<file path="config.mk">
export PLATFORM = sky130hd
export DESIGN_NAME = ds_format_decode_stage_flat
export DESIGN_NICKNAME = d
export VERILOG_FILES = /design/src/rtl/ppc_decode_pkg.sv /design/src/rtl/ds_format_decode_stage_if.sv /design/src/rtl/ds_decode_comb.sv /design/src/rtl/sync_fifo_ready_valid.sv /design/src/rtl/ds_format_decode_stage.sv /design/src/flat_wrapper.sv
export SDC_FILE = /design/constraint.sdc
export NUM_CORES = 1
export LEC_CHECK = 0
export BUFFER_PORTS_ARGS = -buffer_cell sky130_fd_sc_hd__buf_2
export CAP_MARGIN = 20
export CORE_MARGIN = 1.5
export CORE_UTILIZATION = 39
export CTS_BUF_LIST = sky130_fd_sc_hd__clkbuf_16
export DETAILED_ROUTE_END_ITERATION = 12
export SETUP_SLACK_MARGIN = 0.4
export SYNTH_ARGS = -nofsm -noshare
export SYNTH_HDL_FRONTEND = slang
export SYNTH_SLANG_ARGS = --single-unit
</file>
<file path="constraint.sdc">
create_clock -name clock_i -period 21.7 [get_ports clock_i]
set_input_delay 1.085 -clock clock_i [delete_from_list [all_inputs] [get_ports clock_i]]
set_output_delay 1.085 -clock clock_i [all_outputs]
set_load 0.01 [all_outputs]
</file>
<file path="src/rtl/ppc_decode_pkg.sv">
// Shared decode definitions for the PowerPC integer load/store decode path:
// primary opcodes, DS extended opcodes, access sizes, instruction-format
// indices and the packed micro-op stored in the decode output queue.
package ppc_decode_pkg;

  // Primary opcodes of the DS-form doubleword load/store groups
  localparam logic [5:0] OP_DS_LOAD  = 6'd58;
  localparam logic [5:0] OP_DS_STORE = 6'd62;

  // DS extended opcode (instruction bits 30:31) under OP_DS_LOAD
  localparam logic [1:0] XOP_LD      = 2'd0;
  localparam logic [1:0] XOP_LDU     = 2'd1;
  localparam logic [1:0] XOP_LWA     = 2'd2;

  // DS extended opcode under OP_DS_STORE
  localparam logic [1:0] XOP_STD     = 2'd0;
  localparam logic [1:0] XOP_STDU    = 2'd1;
  localparam logic [1:0] XOP_STQ     = 2'd2;

  // Access size, log2 of the byte count
  localparam logic [2:0] SIZE_BYTE   = 3'd0;
  localparam logic [2:0] SIZE_HALF   = 3'd1;
  localparam logic [2:0] SIZE_WORD   = 3'd2;
  localparam logic [2:0] SIZE_DWORD  = 3'd3;
  localparam logic [2:0] SIZE_QUAD   = 3'd4;

  // Instruction-format index shared by the format-split logic
  typedef enum logic [4:0] {
    FMT_INVALID,
    FMT_I,
    FMT_B,
    FMT_SC,
    FMT_D,
    FMT_DQ,
    FMT_DS,
    FMT_DX,
    FMT_X,
    FMT_XL,
    FMT_XFX,
    FMT_XFL,
    FMT_XX1,
    FMT_XX2,
    FMT_XX3,
    FMT_XX4,
    FMT_XS,
    FMT_XO,
    FMT_A,
    FMT_M,
    FMT_MD,
    FMT_MDS,
    FMT_VA,
    FMT_VC,
    FMT_VX,
    FMT_EVX,
    FMT_EVS,
    FMT_Z22,
    FMT_Z23
  } format_e;

  // Decoded micro-op payload. The displacement is kept as the raw 16-bit
  // {DS,2'b00} and sign-extended to the output width only at the queue head,
  // so the stored entry does not depend on the output width parameter.
  typedef struct packed {
    logic [5:0]  opcode;
    logic [1:0]  xop;
    logic [4:0]  reg1;
    logic [4:0]  reg2;
    logic        reg2_val_or_zero;
    logic [15:0] imm;
    logic        is_load;
    logic        is_store;
    logic        update;
    logic        sign_ext;
    logic [2:0]  size;
    logic        illegal;
  } uop_t;

  // Byte displacement of a DS-form instruction: word offset times four
  function automatic logic [15:0] ds_disp(input logic [13:0] ds);
    return {ds, 2'b00};
  endfunction

endpackage

</file>
<file path="src/rtl/ds_format_decode_stage_if.sv">
// Bus bundle between the fetch/format-split side and the LSU issue side.
//
// Handshake: on each side a transfer happens on a rising clock edge where
// valid and ready are both 1. A producer holding valid=1 keeps its payload
// stable until the transfer; ready may depend combinationally on the
// consumer's ready but never on the same side's valid.
interface ds_format_decode_stage_if #(
  parameter int instructionWidth = 32,
  parameter int addressSize      = 64,
  parameter int immOutWidth      = 64
);

  // Fetch side
  logic                        valid_i;
  logic                        ready_o;
  logic [instructionWidth-1:0] instruction_i;
  logic [addressSize-1:0]      address_i;

  // Issue side
  logic                        valid_o;
  logic                        ready_i;
  logic [5:0]                  opcode_o;
  logic [1:0]                  xop_o;
  logic [4:0]                  reg1_o;
  logic [4:0]                  reg2_o;
  logic                        reg2ValOrZero_o;
  logic [immOutWidth-1:0]      imm_o;
  logic                        isLoad_o;
  logic                        isStore_o;
  logic                        update_o;
  logic                        signExt_o;
  logic [2:0]                  size_o;
  logic                        illegal_o;
  logic [addressSize-1:0]      address_o;

  // Environment view: drives instructions in and consumes micro-ops
  modport master (
    output valid_i, instruction_i, address_i, ready_i,
    input  ready_o, valid_o, opcode_o, xop_o, reg1_o, reg2_o,
           reg2ValOrZero_o, imm_o, isLoad_o, isStore_o, update_o,
           signExt_o, size_o, illegal_o, address_o
  );

  // Decode stage view
  modport slave (
    input  valid_i, instruction_i, address_i, ready_i,
    output ready_o, valid_o, opcode_o, xop_o, reg1_o, reg2_o,
           reg2ValOrZero_o, imm_o, isLoad_o, isStore_o, update_o,
           signExt_o, size_o, illegal_o, address_o
  );

endinterface

</file>
<file path="src/rtl/ds_decode_comb.sv">
// Purely combinational DS-form decoder: instruction word in, micro-op out.
// Fields use big-endian bit numbering, bit 0 being the instruction MSB.
module ds_decode_comb
  import ppc_decode_pkg::*;
#(
  parameter int instructionWidth = 32
) (
  input  logic [instructionWidth-1:0] instruction,
  output uop_t                        uop,
  output logic                        is_ds
);

  localparam int W = instructionWidth;

  logic [5:0]  opcode;
  logic [4:0]  rt;
  logic [4:0]  ra;
  logic [13:0] ds;
  logic [1:0]  xop;

  // Big-endian field extraction: bits 0:5, 6:10, 11:15, 16:29, 30:31
  assign opcode = instruction[W-1  -: 6];
  assign rt     = instruction[W-7  -: 5];
  assign ra     = instruction[W-12 -: 5];
  assign ds     = instruction[W-17 -: 14];
  assign xop    = instruction[W-31 -: 2];

  // Classify the opcode/xop pair and flag illegal forms; register and
  // displacement fields are always passed through as decoded.
  always_comb begin
    uop        = '0;
    is_ds      = 1'b0;
    uop.opcode = opcode;
    uop.xop    = xop;
    uop.reg1   = rt;
    uop.reg2   = ra;
    uop.imm    = ds_disp(ds);
    case (opcode)
      OP_DS_LOAD: begin
        is_ds = 1'b1;
        case (xop)
          XOP_LD: begin
            uop.is_load          = 1'b1;
            uop.size             = SIZE_DWORD;
            uop.reg2_val_or_zero = 1'b1;
          end
          XOP_LDU: begin
            // Update form writes RA back, so RA=0 and RA=RT are undefined
            uop.is_load = 1'b1;
            uop.update  = 1'b1;
            uop.size    = SIZE_DWORD;
            uop.illegal = (ra == 5'd0) || (ra == rt);
          end
          XOP_LWA: begin
            uop.is_load          = 1'b1;
            uop.sign_ext         = 1'b1;
            uop.size             = SIZE_WORD;
            uop.reg2_val_or_zero = 1'b1;
          end
          default: uop.illegal = 1'b1;
        endcase
      end
      OP_DS_STORE: begin
        is_ds = 1'b1;
        case (xop)
          XOP_STD: begin
            uop.is_store         = 1'b1;
            uop.size             = SIZE_DWORD;
            uop.reg2_val_or_zero = 1'b1;
          end
          XOP_STDU: begin
            uop.is_store = 1'b1;
            uop.update   = 1'b1;
            uop.size     = SIZE_DWORD;
            uop.illegal  = (ra == 5'd0);
          end
          XOP_STQ: begin
            // Quadword store names an even/odd register pair starting at RS
            uop.is_store         = 1'b1;
            uop.size             = SIZE_QUAD;
            uop.reg2_val_or_zero = 1'b1;
            uop.illegal          = rt[0];
          end
          default: uop.illegal = 1'b1;
        endcase
      end
      default: uop.illegal = 1'b1;
    endcase
  end

endmodule

</file>
<file path="src/rtl/sync_fifo_ready_valid.sv">
// Generic synchronous FIFO with valid/ready on both sides. Pointers carry
// one extra wrap bit so full and empty are told apart without a counter.
// A full FIFO still accepts when the head is being popped in the same cycle.
module sync_fifo_ready_valid #(
  parameter int WIDTH = 8,
  parameter int DEPTH = 2
) (
  input  logic             clk,
  input  logic             resetn,
  input  logic             flush,
  input  logic             in_valid,
  output logic             in_ready,
  input  logic [WIDTH-1:0] in_data,
  output logic             out_valid,
  input  logic             out_ready,
  output logic [WIDTH-1:0] out_data
);

  localparam int AW = $clog2(DEPTH);

  logic [WIDTH-1:0] mem [DEPTH];
  logic [AW:0]      wr_ptr;
  logic [AW:0]      rd_ptr;
  logic             full;
  logic             empty;
  logic             push;
  logic             pop;

  // Occupancy flags and handshake qualifiers
  always_comb begin
    empty     = (wr_ptr == rd_ptr);
    full      = (wr_ptr[AW] != rd_ptr[AW]) && (wr_ptr[AW-1:0] == rd_ptr[AW-1:0]);
    out_valid = resetn && !empty;
    in_ready  = resetn && !flush && (!full || out_ready);
    push      = in_valid && in_ready;
    pop       = out_valid && out_ready && !flush;
    out_data  = mem[rd_ptr[AW-1:0]];
  end

  // Pointer update; reset and flush both empty the queue, flush beats push/pop
  always_ff @(posedge clk) begin
    if (!resetn) begin
      wr_ptr <= '0;
      rd_ptr <= '0;
    end else if (flush) begin
      wr_ptr <= '0;
      rd_ptr <= '0;
    end else begin
      if (push) wr_ptr <= wr_ptr + (AW+1)'(1);
      if (pop)  rd_ptr <= rd_ptr + (AW+1)'(1);
    end
  end

  // Storage write at the tail; contents are don't-care while empty
  always_ff @(posedge clk) begin
    if (push) mem[wr_ptr[AW-1:0]] <= in_data;
  end

endmodule

</file>
<file path="src/rtl/ds_format_decode_stage.sv">
// DS-form decode stage for the integer load/store path. Decodes ld/ldu/lwa
// and std/stdu/stq into a micro-op, queues it with its instruction address
// and presents the queue head to the load/store issue queue.
module ds_format_decode_stage
  import ppc_decode_pkg::*;
#(
  parameter int instructionWidth = 32,
  parameter int addressSize      = 64,
  parameter int immOutWidth      = 64,
  parameter int DEPTH            = 2,
  parameter int DROP_NON_DS      = 1
) (
  input  logic                      clock_i,
  input  logic                      resetn_i,
  input  logic                      flush_i,
  ds_format_decode_stage_if.slave   bus
);

  localparam int UOP_W   = $bits(uop_t);
  localparam int ENTRY_W = addressSize + UOP_W;

  uop_t                   dec_uop;
  logic                   dec_is_ds;
  logic                   keep;
  logic                   fifo_in_ready;
  logic                   head_valid;
  logic [ENTRY_W-1:0]     wr_entry;
  logic [ENTRY_W-1:0]     head_entry;
  uop_t                   head_uop;
  logic [addressSize-1:0] head_addr;

  ds_decode_comb #(
    .instructionWidth (instructionWidth)
  ) u_decode (
    .instruction (bus.instruction_i),
    .uop         (dec_uop),
    .is_ds       (dec_is_ds)
  );

  // Non-DS words are either dropped (accepted, never queued) or queued as
  // illegal; the upstream ready does not depend on which happens.
  always_comb begin
    keep     = dec_is_ds || (DROP_NON_DS == 0);
    wr_entry = {bus.address_i, dec_uop};
  end

  sync_fifo_ready_valid #(
    .WIDTH (ENTRY_W),
    .DEPTH (DEPTH)
  ) u_queue (
    .clk       (clock_i),
    .resetn    (resetn_i),
    .flush     (flush_i),
    .in_valid  (bus.valid_i && keep),
    .in_ready  (fifo_in_ready),
    .in_data   (wr_entry),
    .out_valid (head_valid),
    .out_ready (bus.ready_i),
    .out_data  (head_entry)
  );

  // Present the queue head; payload reads as zero whenever nothing is valid
  always_comb begin
    head_addr           = head_entry[ENTRY_W-1 -: addressSize];
    head_uop            = uop_t'(head_entry[UOP_W-1:0]);
    bus.ready_o         = fifo_in_ready;
    bus.valid_o         = head_valid;
    bus.opcode_o        = '0;
    bus.xop_o           = '0;
    bus.reg1_o          = '0;
    bus.reg2_o          = '0;
    bus.reg2ValOrZero_o = 1'b0;
    bus.imm_o           = '0;
    bus.isLoad_o        = 1'b0;
    bus.isStore_o       = 1'b0;
    bus.update_o        = 1'b0;
    bus.signExt_o       = 1'b0;
    bus.size_o          = '0;
    bus.illegal_o       = 1'b0;
    bus.address_o       = '0;
    if (head_valid) begin
      bus.opcode_o        = head_uop.opcode;
      bus.xop_o           = head_uop.xop;
      bus.reg1_o          = head_uop.reg1;
      bus.reg2_o          = head_uop.reg2;
      bus.reg2ValOrZero_o = head_uop.reg2_val_or_zero;
      bus.imm_o           = immOutWidth'($signed(head_uop.imm));
      bus.isLoad_o        = head_uop.is_load;
      bus.isStore_o       = head_uop.is_store;
      bus.update_o        = head_uop.update;
      bus.signExt_o       = head_uop.sign_ext;
      bus.size_o          = head_uop.size;
      bus.illegal_o       = head_uop.illegal;
      bus.address_o       = head_addr;
    end
  end

endmodule

</file>
<file path="src/flat_wrapper.sv">
// flat-port wrapper written by rule: the top's interface ports become plain ports
module ds_format_decode_stage_flat import ppc_decode_pkg::*;
#(
  parameter int instructionWidth = 32,
  parameter int addressSize      = 64,
  parameter int immOutWidth      = 64,
  parameter int DEPTH            = 2,
  parameter int DROP_NON_DS      = 1
)
  (clock_i, resetn_i, flush_i, bus_valid_i, bus_instruction_i, bus_address_i, bus_ready_i, bus_ready_o, bus_valid_o, bus_opcode_o, bus_xop_o, bus_reg1_o, bus_reg2_o, bus_reg2ValOrZero_o, bus_imm_o, bus_isLoad_o, bus_isStore_o, bus_update_o, bus_signExt_o, bus_size_o, bus_illegal_o, bus_address_o);
  ds_format_decode_stage_if #(.instructionWidth(instructionWidth), .addressSize(addressSize), .immOutWidth(immOutWidth)) bus_i ();
  input  logic clock_i;
  input  logic resetn_i;
  input  logic flush_i;
  input wire logic [$bits(bus_i.valid_i)-1:0] bus_valid_i;
  input wire logic [$bits(bus_i.instruction_i)-1:0] bus_instruction_i;
  input wire logic [$bits(bus_i.address_i)-1:0] bus_address_i;
  input wire logic [$bits(bus_i.ready_i)-1:0] bus_ready_i;
  output wire logic [$bits(bus_i.ready_o)-1:0] bus_ready_o;
  output wire logic [$bits(bus_i.valid_o)-1:0] bus_valid_o;
  output wire logic [$bits(bus_i.opcode_o)-1:0] bus_opcode_o;
  output wire logic [$bits(bus_i.xop_o)-1:0] bus_xop_o;
  output wire logic [$bits(bus_i.reg1_o)-1:0] bus_reg1_o;
  output wire logic [$bits(bus_i.reg2_o)-1:0] bus_reg2_o;
  output wire logic [$bits(bus_i.reg2ValOrZero_o)-1:0] bus_reg2ValOrZero_o;
  output wire logic [$bits(bus_i.imm_o)-1:0] bus_imm_o;
  output wire logic [$bits(bus_i.isLoad_o)-1:0] bus_isLoad_o;
  output wire logic [$bits(bus_i.isStore_o)-1:0] bus_isStore_o;
  output wire logic [$bits(bus_i.update_o)-1:0] bus_update_o;
  output wire logic [$bits(bus_i.signExt_o)-1:0] bus_signExt_o;
  output wire logic [$bits(bus_i.size_o)-1:0] bus_size_o;
  output wire logic [$bits(bus_i.illegal_o)-1:0] bus_illegal_o;
  output wire logic [$bits(bus_i.address_o)-1:0] bus_address_o;
  assign bus_i.valid_i = bus_valid_i;
  assign bus_i.instruction_i = bus_instruction_i;
  assign bus_i.address_i = bus_address_i;
  assign bus_i.ready_i = bus_ready_i;
  assign bus_ready_o = bus_i.ready_o;
  assign bus_valid_o = bus_i.valid_o;
  assign bus_opcode_o = bus_i.opcode_o;
  assign bus_xop_o = bus_i.xop_o;
  assign bus_reg1_o = bus_i.reg1_o;
  assign bus_reg2_o = bus_i.reg2_o;
  assign bus_reg2ValOrZero_o = bus_i.reg2ValOrZero_o;
  assign bus_imm_o = bus_i.imm_o;
  assign bus_isLoad_o = bus_i.isLoad_o;
  assign bus_isStore_o = bus_i.isStore_o;
  assign bus_update_o = bus_i.update_o;
  assign bus_signExt_o = bus_i.signExt_o;
  assign bus_size_o = bus_i.size_o;
  assign bus_illegal_o = bus_i.illegal_o;
  assign bus_address_o = bus_i.address_o;
  ds_format_decode_stage #(.instructionWidth(instructionWidth), .addressSize(addressSize), .immOutWidth(immOutWidth), .DEPTH(DEPTH), .DROP_NON_DS(DROP_NON_DS)) u_core (.clock_i(clock_i), .resetn_i(resetn_i), .flush_i(flush_i), .bus(bus_i));
endmodule
</file>
==> key figures <==
Setup path
  – FF-to-FF Start: u_core.u_queue.wr_ptr[0]
  – CP Data Required Time: 20.61 ns
  – Crit Path Class: reg2out
  – Crit end category: primary output
  – Worst Path Max Fanout: 58
  – Startpoint types: flop
  – Flop2flop setup slack: roughly 19 ns
  – Reg-to-reg critical path endpoint: u_core.u_queue.mem[1][76]
  – Worst r2r path cells: 5
  – Arr. time, crit path: 3.00 ns

Global routing
  – First-pass GRT wire length: between 20 and 30 mm
  – Vias in the first global route: 5,329
  – Largest net degree at the start of global routing: 106
  – Antenna violations before repair: 0
  – Total track usage: 0.149
  – Remaining Overflow, GRT: 0

Power and ir drop
  – Internal power: around 680 uW
  – Reg power frac: 0.543
  – Sw Pwr: around 160 uW
  – Pleak: around 0.0041 uW
  – Peak supply drop: 0.0435 mV
  – Clock power frac: 0.436
  – Tot Pwr: about 840 uW
  – Switch share: 0.190
  – PwrDens: 78.6 nW/um^2
  – Combinational Power Share: 0.021

Flow run
  – Max-Cap Viols: 0

Yosys
  – Ys Warns: 0
  – Mapped cell area: 8700 um^2
  – Top post-synthesis cells by count: edfxtp_1 (210), nor2_1 (112), mux2i_1 (105)
  – Share of the synthesized area in the top cell type: 0.725
  – Main synth FF type: edfxtp_1
  – Synth cell types: 36
  – Flops & latches, synth: 215
  – Syn_area_per_cell: roughly 16 um^2
  – Seq/Total Area, Yosys: 0.736
  – Top cells by area, synth: edfxtp_1 (72%), mux2i_1 (12%), nor2_1 (4.8%)
  – Asr flop ratio synth: 0
  – Most numerous cell in the Yosys netlist: edfxtp_1
  – Synth area leader: edfxtp_1
  – Post-synth EDFFs: 210
  – Cells after synthesis: around 560

Timing
  – Final Hold Viols: 0
  – Fin Setup TNS: 0 ns
  – Period utilization: 0.188
  – Worst slew pin tran: 1.05 ns
  – Setup skew after layout: 0.0137 ns
  – Final slew viol count: 0
  – RSZ-0062 raised after global routing: no
  – Fmax: between 0.2 and 0.25 GHz
  – Slew Limit Headroom: 0.300
  – Final setup viols: 0
  – Time the worst path needs with I/O delays and setup: slightly above 4 ns

Route
  – DRC: 0
  – Final wirelength: between 15 and 20 mm
  – Vias/cell: between 4 and 5
  – Met2 wire length: just over 8 mm
  – WL met1: 7.82 mm
  – Final antenna-violating net count: 0
  – Top layer used by detailed routing: met4
  – Routed len/inst: approximately 17 um
  – DR pass1 iterations: 4
  – Detailed-route via count: around 5,100
  – Met3 routed WL: ~1.4 mm
  – First DRT Iteration DRCs: between 300 and 400

Clock network
  – Hold buffer count at CTS: 0
  – Clk slew on worst S/H paths: ~0.060 ns
  – TritonCTS clock tree: done
  – H-tree level count: 1
  – Post_cts resized: 0
  – Setup Buffers After CTS: 0
  – CTS max path bufs: 3
  – Inserted Clock Buffers: 23
  – Clock sink count: between 200 and 250
  – Clk root buf: clkbuf_16
  – Clk_lat worst skew: around 0.5 ns

Hold path
  – Hold Crit Endpoint: u_core.u_queue.rd_ptr[1]
  – Hold WC Path Type: reg2reg
  – Min-Delay Startpoint: u_core.u_queue.wr_ptr[1]
  – Hold Path Depth: 2

Outcome
  – Status: complete, no violations

Placement
  – Placer Congestion: 0.764
  – HPWL Detailed: between 10 and 15 mm
  – Port Buffers: 255

Floorplanning
  – Die width: ~150 um
  – Core Footprint: 21,900 um^2
  – Die height: around 150 um
  – Die Area: about 23,000 um^2
  – Initial core utilization: 0.398
  – Std cell rows: between 50 and 60
  – Ports: around 260

Finish
  – Layout cells sized above 1: 0.381
  – Area Overhead vs Synth: 22.6%
  – Antenna diodes: 0
  – Fin nets: between 800 and 900
==> cells by family after synthesis <==
logic type	count (synthesis)	share of synthesized area
AO/OA/AOI/OAI	12	0.00848
AND/OR/NAND/NOR	141	0.0697
flip-flops	215	0.736
other	1	0.000431
XOR/XNOR	8	0.00891
buffers and inverters	75	0.0556
multiplexers	105	0.121
==> cell type report <==
cell class / count / area [um^2]
timing repair buffer: 262 / 1360
inverter: 1 / 3.75
tap: 280 / 350
clock buffer: 23 / 576
clock inverter: 18 / 139
sequential: 215 / 6410
fill: 1962 / 11200
multi-input combinational: 268 / 1840
==> sequential cells by signal, indices dropped and copies added, names as in the netlist, named ones only <==
| register | count |
|---|---|
| u_core.u_queue.mem | 210 |
| u_core.u_queue.wr_ptr | 2 |
| u_core.u_queue.rd_ptr | 2 |
==> through the flow <==
| stage | setup slack, ns | hold slack (ns) | util | area, um^2 | cells |
|---|---|---|---|---|---|
| 4_1_cts | 17.50 | 0.564 | 0.486 | 10600 | 1065 |
| 3_3_place_gp | 17.87 | 0.517 | 0.453 | 9910 | 1024 |
| 2_1_floorplan | 11.77 | 0.500 | - | 8710 | 558 |
| 5_1_grt | 17.40 | 0.586 | 0.487 | 10700 | 1067 |
| 6_report | 17.62 | 0.565 | 0.487 | 10700 | 1067 |
| 3_5_place_dp | 17.86 | 0.549 | 0.453 | 9910 | 1024 |
==> layout by cell type (no fill, tap or decap), types with 2 or more instances in the layout <==
master	synthesis	final
xor2_1	6	6
buf_4	50	5
edfxtp_1	210	210
or4_1	2	2
and3_1	4	3
bufinv_16	0	2
buf_2	12	255
nor2_1	112	111
nand2_1	4	4
clkinv_2	0	2
nand4_1	2	2
nor3_1	3	3
conb_1	1	2
clkbuf_16	0	23
nor2b_1	2	2
a21oi_1	6	6
and2_1	2	2
dfxtp_1	5	4
mux2i_1	105	105
clkinv_1	0	5
inv_1	1	7
==> worst max-delay path, stage by stage, from the launching register on <==
cell     delay, ns
dfxtp_4       0.92
buf_4         0.88
mux2i_1       0.19
nor2_1        0.20
buf_2         0.17
==> power by group through the flow <==
stage                     Clock [uW]  Sequential (uW)  Combinational (uW)
after floorplan                    0              464                3.55
after global routing             395              455                19.6
after detailed placement           0              464                17.7
after CTS                        379              455                17.8
after global placement             0              464                16.6
final                            366              455                17.8
==> worst max path at each step <==
stage          slack [ns]  cells after the start             startpoint                       end
2_1_floorplan       11.77                      4  bus_instruction_i[26]  u_core.u_queue.mem[0][0]
6_report            17.62                      4                   flop             bus_signExt_o
3_3_place_gp        17.87                      5               resetn_i           bus_opcode_o[2]
5_1_grt             17.40                      4                   flop             bus_signExt_o
4_1_cts             17.50                      4                   flop             bus_signExt_o
3_5_place_dp        17.86                      5               resetn_i           bus_opcode_o[2]
==> layer usage <==
metal  GRT usage  vias up
met5           0        -
met4      0.0337        0
met3      0.0356       26
met2       0.251      220
met1       0.197     2472
li1            -     2411
Note: power is estimated with default switching activity, not from simulation.
